===== config.mk =====
export PLATFORM = sky130hd
export DESIGN_NAME = reg_scanner
export DESIGN_NICKNAME = d
export VERILOG_FILES = /design/src/rtl/reg_scanner_pkg.sv /design/src/rtl/reg_scanner_dwell.sv /design/src/rtl/reg_scanner.sv
export SDC_FILE = /design/constraint.sdc
export NUM_CORES = 1
export LEC_CHECK = 0
export ABC_AREA = 1
export BUFFER_PORTS_ARGS = -buffer_cell sky130_fd_sc_hd__buf_2
export CAP_MARGIN = 20
export CORE_ASPECT_RATIO = 1.1
export CORE_MARGIN = 2
export CORE_UTILIZATION = 45
export CTS_CLUSTER_SIZE = 40
export DETAILED_ROUTE_END_ITERATION = 16
export HOLD_SLACK_MARGIN = 0.02
export PLACE_DENSITY_LB_ADDON = 0.05
export SYNTH_ARGS = -nofsm -noshare
export SYNTH_HDL_FRONTEND = slang
export SYNTH_HIERARCHICAL = 1
export SYNTH_SLANG_ARGS = --single-unit

===== constraint.sdc =====
create_clock -name clock_in -period 2.5 [get_ports clock_in]
set_clock_uncertainty 0.2 [all_clocks]
set_input_delay 0.25 -clock clock_in [delete_from_list [all_inputs] [get_ports clock_in]]
set_output_delay 0.25 -clock clock_in [all_outputs]
set_load 0.03 [all_outputs]

===== src/rtl/reg_scanner_pkg.sv =====
// Shared definitions for the register scanner: scan FSM state encoding,
// register index width and a helper to size the dwell counter.
package reg_scanner_pkg;

    localparam int REG_IDX_W = 5;

    typedef logic [REG_IDX_W-1:0] regIdx_t;

    typedef enum logic [2:0] {
        ST_IDLE    = 3'd0,
        ST_ADDR    = 3'd1,
        ST_CAPTURE = 3'd2,
        ST_HOLD    = 3'd3,
        ST_DONE    = 3'd4
    } scanState_t;

    // Bits needed to count 0..depth-1, never less than one bit.
    function automatic int counterWidth(input int depth);
        return (depth <= 2) ? 1 : $clog2(depth);
    endfunction

endpackage


===== src/rtl/reg_scanner_dwell.sv =====
// Dwell timer for the scanner: counts cycles while a captured value is on
// display and flags the last cycle of the dwell period.
module dwell_counter
    import reg_scanner_pkg::*;
#(
    parameter int DWELL = 50000000
)
(
    input  logic clock_in,
    input  logic reset,
    input  logic i_clear,
    input  logic i_enable,
    output logic o_terminal
);

    localparam int CNT_W = counterWidth(DWELL);
    localparam logic [CNT_W-1:0] LAST_COUNT = CNT_W'(DWELL - 1);

    logic [CNT_W-1:0] r_count;

    // Count enabled cycles, wrap after the terminal value, clear on request.
    always_ff @(posedge clock_in) begin
        if (!reset) begin
            r_count <= '0;
        end else if (i_clear) begin
            r_count <= '0;
        end else if (i_enable) begin
            r_count <= (r_count == LAST_COUNT) ? '0 : r_count + CNT_W'(1);
        end
    end

    assign o_terminal = (r_count == LAST_COUNT);

endmodule


===== src/rtl/reg_scanner.sv =====
// Register-file scanner: walks indices 0..NUM_REGS-1, captures each read
// value and shows it for DWELL cycles (auto) or until a step pulse (manual).
module reg_scanner
    import reg_scanner_pkg::*;
#(
    parameter int NUM_REGS = 8,
    parameter int DWELL    = 50000000
)
(
    input  logic                 clock_in,
    input  logic                 reset,
    input  logic                 start,
    input  logic                 step_mode,
    input  logic                 step,
    input  logic [31:0]          readData,
    output logic [REG_IDX_W-1:0] readReg,
    output logic [31:0]          shownData,
    output logic [REG_IDX_W-1:0] shownIdx,
    output logic                 valid,
    output logic                 busy,
    output logic                 done
);

    localparam regIdx_t LAST_IDX = REG_IDX_W'(NUM_REGS - 1);

    scanState_t r_state;
    scanState_t w_nextState;
    regIdx_t    r_index;
    logic [31:0] r_shownData;
    regIdx_t    r_shownIdx;
    logic       r_valid;
    logic       r_busy;
    logic       r_done;

    logic w_accept;
    logic w_capture;
    logic w_advance;
    logic w_lastIdx;
    logic w_dwellClear;
    logic w_dwellEnable;
    logic w_dwellTerminal;
    logic w_busyNext;
    logic w_doneNext;

    dwell_counter #(
        .DWELL(DWELL)
    ) u_dwell (
        .clock_in  (clock_in),
        .reset     (reset),
        .i_clear   (w_dwellClear),
        .i_enable  (w_dwellEnable),
        .o_terminal(w_dwellTerminal)
    );

    assign w_lastIdx = (r_index == LAST_IDX);

    // State register; reset aborts any scan in progress.
    always_ff @(posedge clock_in) begin
        if (!reset) begin
            r_state <= ST_IDLE;
        end else begin
            r_state <= w_nextState;
        end
    end

    // Next-state decode for the scan sequence.
    always_comb begin
        w_nextState = r_state;
        case (r_state)
            ST_IDLE:    if (start) w_nextState = ST_ADDR;
            ST_ADDR:    w_nextState = ST_CAPTURE;
            ST_CAPTURE: w_nextState = ST_HOLD;
            ST_HOLD:    if (w_advance) w_nextState = w_lastIdx ? ST_DONE : ST_ADDR;
            ST_DONE:    w_nextState = ST_IDLE;
            default:    w_nextState = ST_IDLE;
        endcase
    end

    // Control strobes and next values of the registered status outputs.
    always_comb begin
        w_accept      = (r_state == ST_IDLE) && start;
        w_capture     = (r_state == ST_CAPTURE);
        w_advance     = (r_state == ST_HOLD) && (step_mode ? step : w_dwellTerminal);
        w_dwellClear  = (r_state == ST_CAPTURE);
        w_dwellEnable = (r_state == ST_HOLD) && !step_mode;
        w_busyNext    = (w_nextState != ST_IDLE);
        w_doneNext    = (w_nextState == ST_DONE);
    end

    // Scan index: cleared on a new scan, bumped on advance, never past the last entry.
    always_ff @(posedge clock_in) begin
        if (!reset) begin
            r_index <= '0;
        end else if (w_accept) begin
            r_index <= '0;
        end else if (w_advance && !w_lastIdx) begin
            r_index <= r_index + REG_IDX_W'(1);
        end
    end

    // Registered outputs; the last capture is kept after the scan ends.
    always_ff @(posedge clock_in) begin
        if (!reset) begin
            r_shownData <= '0;
            r_shownIdx  <= '0;
            r_valid     <= 1'b0;
            r_busy      <= 1'b0;
            r_done      <= 1'b0;
        end else begin
            r_busy <= w_busyNext;
            r_done <= w_doneNext;
            if (w_capture) begin
                r_shownData <= readData;
                r_shownIdx  <= r_index;
                r_valid     <= 1'b1;
            end else if (w_accept) begin
                r_valid <= 1'b0;
            end
        end
    end

    assign readReg   = r_index;
    assign shownData = r_shownData;
    assign shownIdx  = r_shownIdx;
    assign valid     = r_valid;
    assign busy      = r_busy;
    assign done      = r_done;

endmodule


# Word level (Yosys, flattened, before mapping)
# Index checks and enable logic that the tools add are counted.
# W data, S select, Z words.
# classes
addsub	2
eq_ne	6
muxes	8
bitwise_logic	1
n_reduce_logical	11
# op_table
operator	n
$add A26 B1 Y26 const B	1
$eq A26 B26 Y1 const B	1
$mux W26	1
$pmux W3 S4	1
$mux W3	3
$eq A3 B2 Y1 const B	2
$add A5 B1 Y5 const B	1
$eq A5 B3 Y1 const B	1
$logic_and A1 B1 Y1	4
$reduce_or A2 Y1	2
$eq A3 B1 Y1 const B	1
$eq A3 B3 Y1 const B	1
$logic_not A3 Y1	1
$mux W1	3
$reduce_bool A3 Y1	1
$logic_not A1 Y1	2
$reduce_bool A2 Y1	1
$not A1 Y1	1
# word_totals
regBits	74
in_bits	37
out_inout_bits	45

# Longest topological paths before layout
# logic_depth
word_depth	6
depth_mapped	13

# Modules after synthesis
# Netlist, hierarchy kept.
# modules_own_cells
mod	instances	cells_per_inst	area_per_inst_um2	seq_area_each_um2
reg_scanner	1	233	1844.3	960.9
dwell_counter	1	234	1585.3	520.5

# Worst setup path before layout
# Ideal clock, no wire load.
# synth_timing
path_kind	flip-flop to flip-flop
from	reg u_dwell.r_count[0]
to	reg r_busy, in the netlist busy
setup_ns	0.115
arrival_time_ns	1.457
t_required_ns	2.185
setup_slack_ns	0.728
stages_incl_launch_ff	13
path_buffers	0
period_less_slack_ns	1.772
path_cell_list	dfxtp_1 ha_1 nand3_1 nor2_1 nand3_1 nor2_1 inv_1 nand2_1 nand2_1 o21ai_0 nand3_1 nand2_1 nand2_1
# synth_between
elab_chain_cells	6
# synth_rtl
element	line	source
start: declaration	reg_scanner_dwell.sv:19	logic [CNT_W-1:0] r_count;
start signal: assignment	reg_scanner_dwell.sv:28	r_count <= (r_count == LAST_COUNT) ? '0 : r_count + CNT_W'(1);
$eq A26 B26 Y1	reg_scanner_dwell.sv:32	assign o_terminal = (r_count == LAST_COUNT);
net w_dwellTerminal	reg_scanner.sv:41	logic w_dwellTerminal;
$mux W1	reg_scanner.sv:83	w_advance = (r_state == ST_HOLD) && (step_mode ? step : w_dwellTerminal);
$logic_and A1 B1 Y1	reg_scanner.sv:83	
$mux W3	reg_scanner.sv:73	ST_HOLD: if (w_advance) w_nextState = w_lastIdx ? ST_DONE : ST_ADDR;
$pmux W3 S4	reg_scanner.sv:69	case (r_state)
$reduce_bool A3 Y1	reg_scanner.sv:86	w_busyNext = (w_nextState != ST_IDLE);
end signal: assignment	reg_scanner.sv:110	r_busy <= w_busyNext;
end: declaration	reg_scanner.sv:32	logic r_busy;
# The timed path passes the listed nets, and every way through them passes these cells.
# A chain may end at the register's enable or synchronous reset.

# Worst setup path in the final report
# layout_timing
from	reg u_dwell.r_count[1]
to	reg r_index[4], in the netlist readReg[4]
# layout_between
elab_chain_cells	4
# layout_rtl
element	line	source
$eq A26 B26 Y1	reg_scanner_dwell.sv:32	
net w_dwellTerminal	reg_scanner.sv:41	
$mux W1	reg_scanner.sv:83	
$logic_and A1 B1 Y1	reg_scanner.sv:83	
$logic_and A1 B1 Y1	reg_scanner.sv:96	end else if (w_advance && !w_lastIdx) begin
end signal: assignment	reg_scanner.sv:97	r_index <= r_index + REG_IDX_W'(1);
end: declaration	reg_scanner.sv:28	regIdx_t r_index;
# The timed path passes the listed nets, and every way through them passes these cells.

==> results.md <==
* XOR/XNOR Fraction of Synth Area at 0.0409
* PwrDens at 593 mW/mm^2
* Site row count at 33
* EDFF count, synth at 0
* Routed vias at about 3.3k
* Worst setup EP type: flop
* Final nets at between 600 and 700
* Hold WC Path Type: input pin to flop
* IO Pins at 82
* Slowest CP cell: dfxtp_1
* Number of detailed-route iterations in the first pass at 4
* CTS max path bufs at 2
* Die X at between 80 and 90 um
* Leak at between 1.5 and 2 nW
* Reg2reg path depth at 13
* Global Route Usage Sum at 0.212
* Clock Sinks at 74
* Routed Antenna Nets at 0
* Fill cells at about 730
* Core Region at roughly 0.0074 mm^2
* Placed cells at about 630
* Mean Syn Cell Area at about 7.3 um^2
* First-pass GRT wire length at 13.9 mm
* Final-report setup violation count at 0
* Synth Register Bits at 74
* Initial core utilization at 0.461
* Post-CTS Setup Repair Bufs at 0
* Hold depth at 5
* Post-DP Area at roughly 0.0039 mm^2
* Largest stage delay, worst path at 0.41 ns
* M1 wire length at 3.66 mm
* RePlAce Congestion at just under 0.9
* Vias in the first global route at 3,101
* Largest net degree at the start of global routing at 40
* Met3 WL post-DR at approximately 450 um
* CTS tree: built
* Pins Over Slew Limit at 0
* CP cell instances: ha_1 > nand3_1 > nor2_1 > nand3_1 > nor2_1 > inv_1 > nand2_1 > nand2_1 > nor2_4 > nand2_4 > clkinv_4 > nand2_1 > a21oi_1
* Async S/R FF share, synth at 0
* Post-Layout Cell Count at slightly below 700
* Crit path launch type: flop
* Compound-Gate Fraction of Synth Area at 0.0846
* Maximum net fanout on the critical path at 6
* Detail Placement HPWL at 5.73 mm
* WL/cell at ~13 um
* Max H-tree Level at 3
* Final Hold Viols at 0
* Simple-gate share of the synthesized area at 0.333
* Yosys cell types at 31
* Fin area at roughly 0.0044 mm^2
* Synth Area in Adders at 0.0109
* Unrepaired setup endpoints after global routing: no
* DR top layer: met4
* Die height at between 90 and 100 um
* TritonCTS Buffers at 9
* End-of-flow core utilization at 0.592
* Fin Setup TNS at 0 ns
* Buffers on Ports at 81
* Post-layout min period at 1.96 ns
* Total gr overflow at 0
* CP dominant cell by count: nand2_1
* Clock transition at path regs at around 0.090 ns
* Synth warn at 6
* Multiplexer area fraction after synthesis at 0.00292
* CP arrival at slightly above 2 ns
* Least-Margin Pin Slew at roughly 0.65 ns
* Combinational family with the most area after synthesis: simple AND/OR/NAND/NOR gates
* Area Growth Syn to Fin at 28.3%
* WHS Endpoint: r_state[0]
* Post-DR vias/cell at between 4 and 5
* Synthesized net count at about 510
* Cells after Synth at 467
* Period utilisation layout at 0.785
* CTS root buf: clkbuf_8
* Clock latency on the worst-skew pair at between 0.3 and 0.4 ns
* Post-Route WL at between 8 and 9 mm
* Die area at approximately 0.0083 mm^2
* MaxCap Viol Count at 0
* DRC at 0
* R2R setup slack at approximately 0.54 ns
* Cts repair resizes at 0
* Min-Delay Startpoint: start
* Reg2reg start: u_dwell/r_count[1]
* Kind of critical path: flop to flop
* Layout cells sized above 1 at 0.231
* Top FF cell, synth: dfxtp_1
* Seq/Total Area, Yosys at 0.432
* Data required time of the critical path at ~2.6 ns
* Synth Cell Area at roughly 0.0034 mm^2
* Met2 routed WL at between 4 and 5 mm
* Reg2reg end: readReg[4]
* Relative slew slack at 0.561
* Status: finished clean
* First-iteration detailed-routing DRC count at 96
* VDD IR max at ~0.4 mV
* # diodes at 0
* Initial antenna violation count at 0
* Achievable frequency at ~510 MHz
* WHS at between 0.1 and 0.15 ns
[power breakdown]
part           internal (mW)  switching, mW
clock network          0.499          0.488
registers               1.22         0.0242
logic                  0.136          0.240
total                   1.86          0.752
[worst max path at each step]
| stage | startpoint | end |
|---|---|---|
| after floorplan | u_dwell/r_count[0] | busy |
| after global placement | u_dwell/r_count[0] | busy |
| after detailed placement | u_dwell/r_count[1] | busy |
| after CTS | u_dwell/r_count[1] | readReg[4] |
| after global routing | u_dwell/r_count[1] | busy |
| final | u_dwell/r_count[1] | readReg[4] |
[state kept, by name (all words and copies together), names as in the netlist]
register,flops
shownData,32
u_dwell/r_count,26
readReg,5
shownIdx,5
r_state,3
busy,1
done,1
valid,1
[cell usage after synthesis (3+ instances only)]
master	count	share of area
a21oi_1	47	0.069
buf_2	5	0.0073
buf_8	3	0.013
dfxtp_1	74	0.43
ha_1	3	0.011
inv_1	47	0.051
nand2_1	133	0.15
nand2_2	7	0.013
nand3_1	26	0.038
nand4_1	11	0.020
nor2_1	46	0.050
nor2_2	14	0.026
nor2_4	5	0.016
o21ai_0	10	0.015
xnor2_1	5	0.013
xor2_1	11	0.028
[stage by stage]
| step | worst slack (ns) | total power, mW |
|---|---|---|
| global route | 0.215 | 2.73 |
| finish | 0.538 | 2.61 |
| global placement | 0.587 | 1.61 |
| floorplan | 0.728 | 1.53 |
| CTS | 0.534 | 2.64 |
| detailed placement | 0.570 | 1.61 |
[metal layers]
metal | GRT usage | vias to the layer above
li1 | - | 1706
met1 | 0.248 | 1486
met2 | 0.363 | 86
met4 | 0.106 | 0
met3 | 0.0485 | 19
met5 | 0 | -
[final cells by class]
class	instances	area, um^2	area share
sequential	74	1480	0.337
clock buffer	10	138	0.0313
tap	87	109	0.0247
clock inverter	6	72.6	0.0165
timing repair buffer	119	786	0.179
inverter	50	193	0.0438
multi-input combinational	329	1620	0.368
[placed cells by master, fill, tap and decap left out]
cell | Yosys | layout
o21ai_0 | 10 | 10
buf_12 | 1 | 1
a21oi_1 | 47 | 47
inv_6 | 0 | 2
and2_1 | 1 | 1
nand3b_1 | 1 | 1
ha_1 | 3 | 3
nand2_4 | 2 | 2
clkinv_4 | 1 | 3
o21ai_1 | 1 | 1
inv_1 | 47 | 47
dlygate4sd3_1 | 0 | 33
nand3_2 | 2 | 2
nand3_1 | 26 | 26
xor2_1 | 11 | 11
clkinvlp_4 | 0 | 1
nor2_2 | 14 | 14
buf_2 | 5 | 81
nor4_1 | 1 | 1
nand2_1 | 133 | 133
bufinv_16 | 0 | 1
inv_2 | 2 | 2
nor3_1 | 1 | 1
buf_4 | 0 | 4
dfxtp_1 | 74 | 74
mux2i_1 | 1 | 1
nand4_1 | 11 | 11
nor2_1 | 46 | 46
clkbuf_8 | 1 | 10
nor2_4 | 5 | 5
xnor2_1 | 5 | 5
nand3_4 | 1 | 1
nand2_2 | 7 | 7
[worst max-delay path, delay by kind of cell, from the launching register on]
family,cells,cell delay (ns)
flops,1,0.41
compound gates,1,0.12
buf+inv,2,0.12
fa+ha+maj,1,0.23
simple gates,9,0.79
[kinds of logic (layout without fill, tap and decap cells)]
| kind of cell | count (synthesis) | after routing |
|---|---|---|
| xor gates and xnor gates | 16 | 16 |
| buffers and inverters | 64 | 185 |
| and+or+nand+nor | 251 | 251 |
| AOI/OAI and AO/OA | 58 | 58 |
| DFF | 74 | 74 |
| muxes | 1 | 1 |
| adders and majority gates | 3 | 3 |
[what timing repair did]
| action | 4_1_cts | 5_1_grt |
|---|---|---|
| endpoints found under the hold margin | 34 | 0 |
| setup endpoints to repair | 0 | 0 |
| hold buffers | 33 | 0 |
Power figures use the tool's default switching activity.
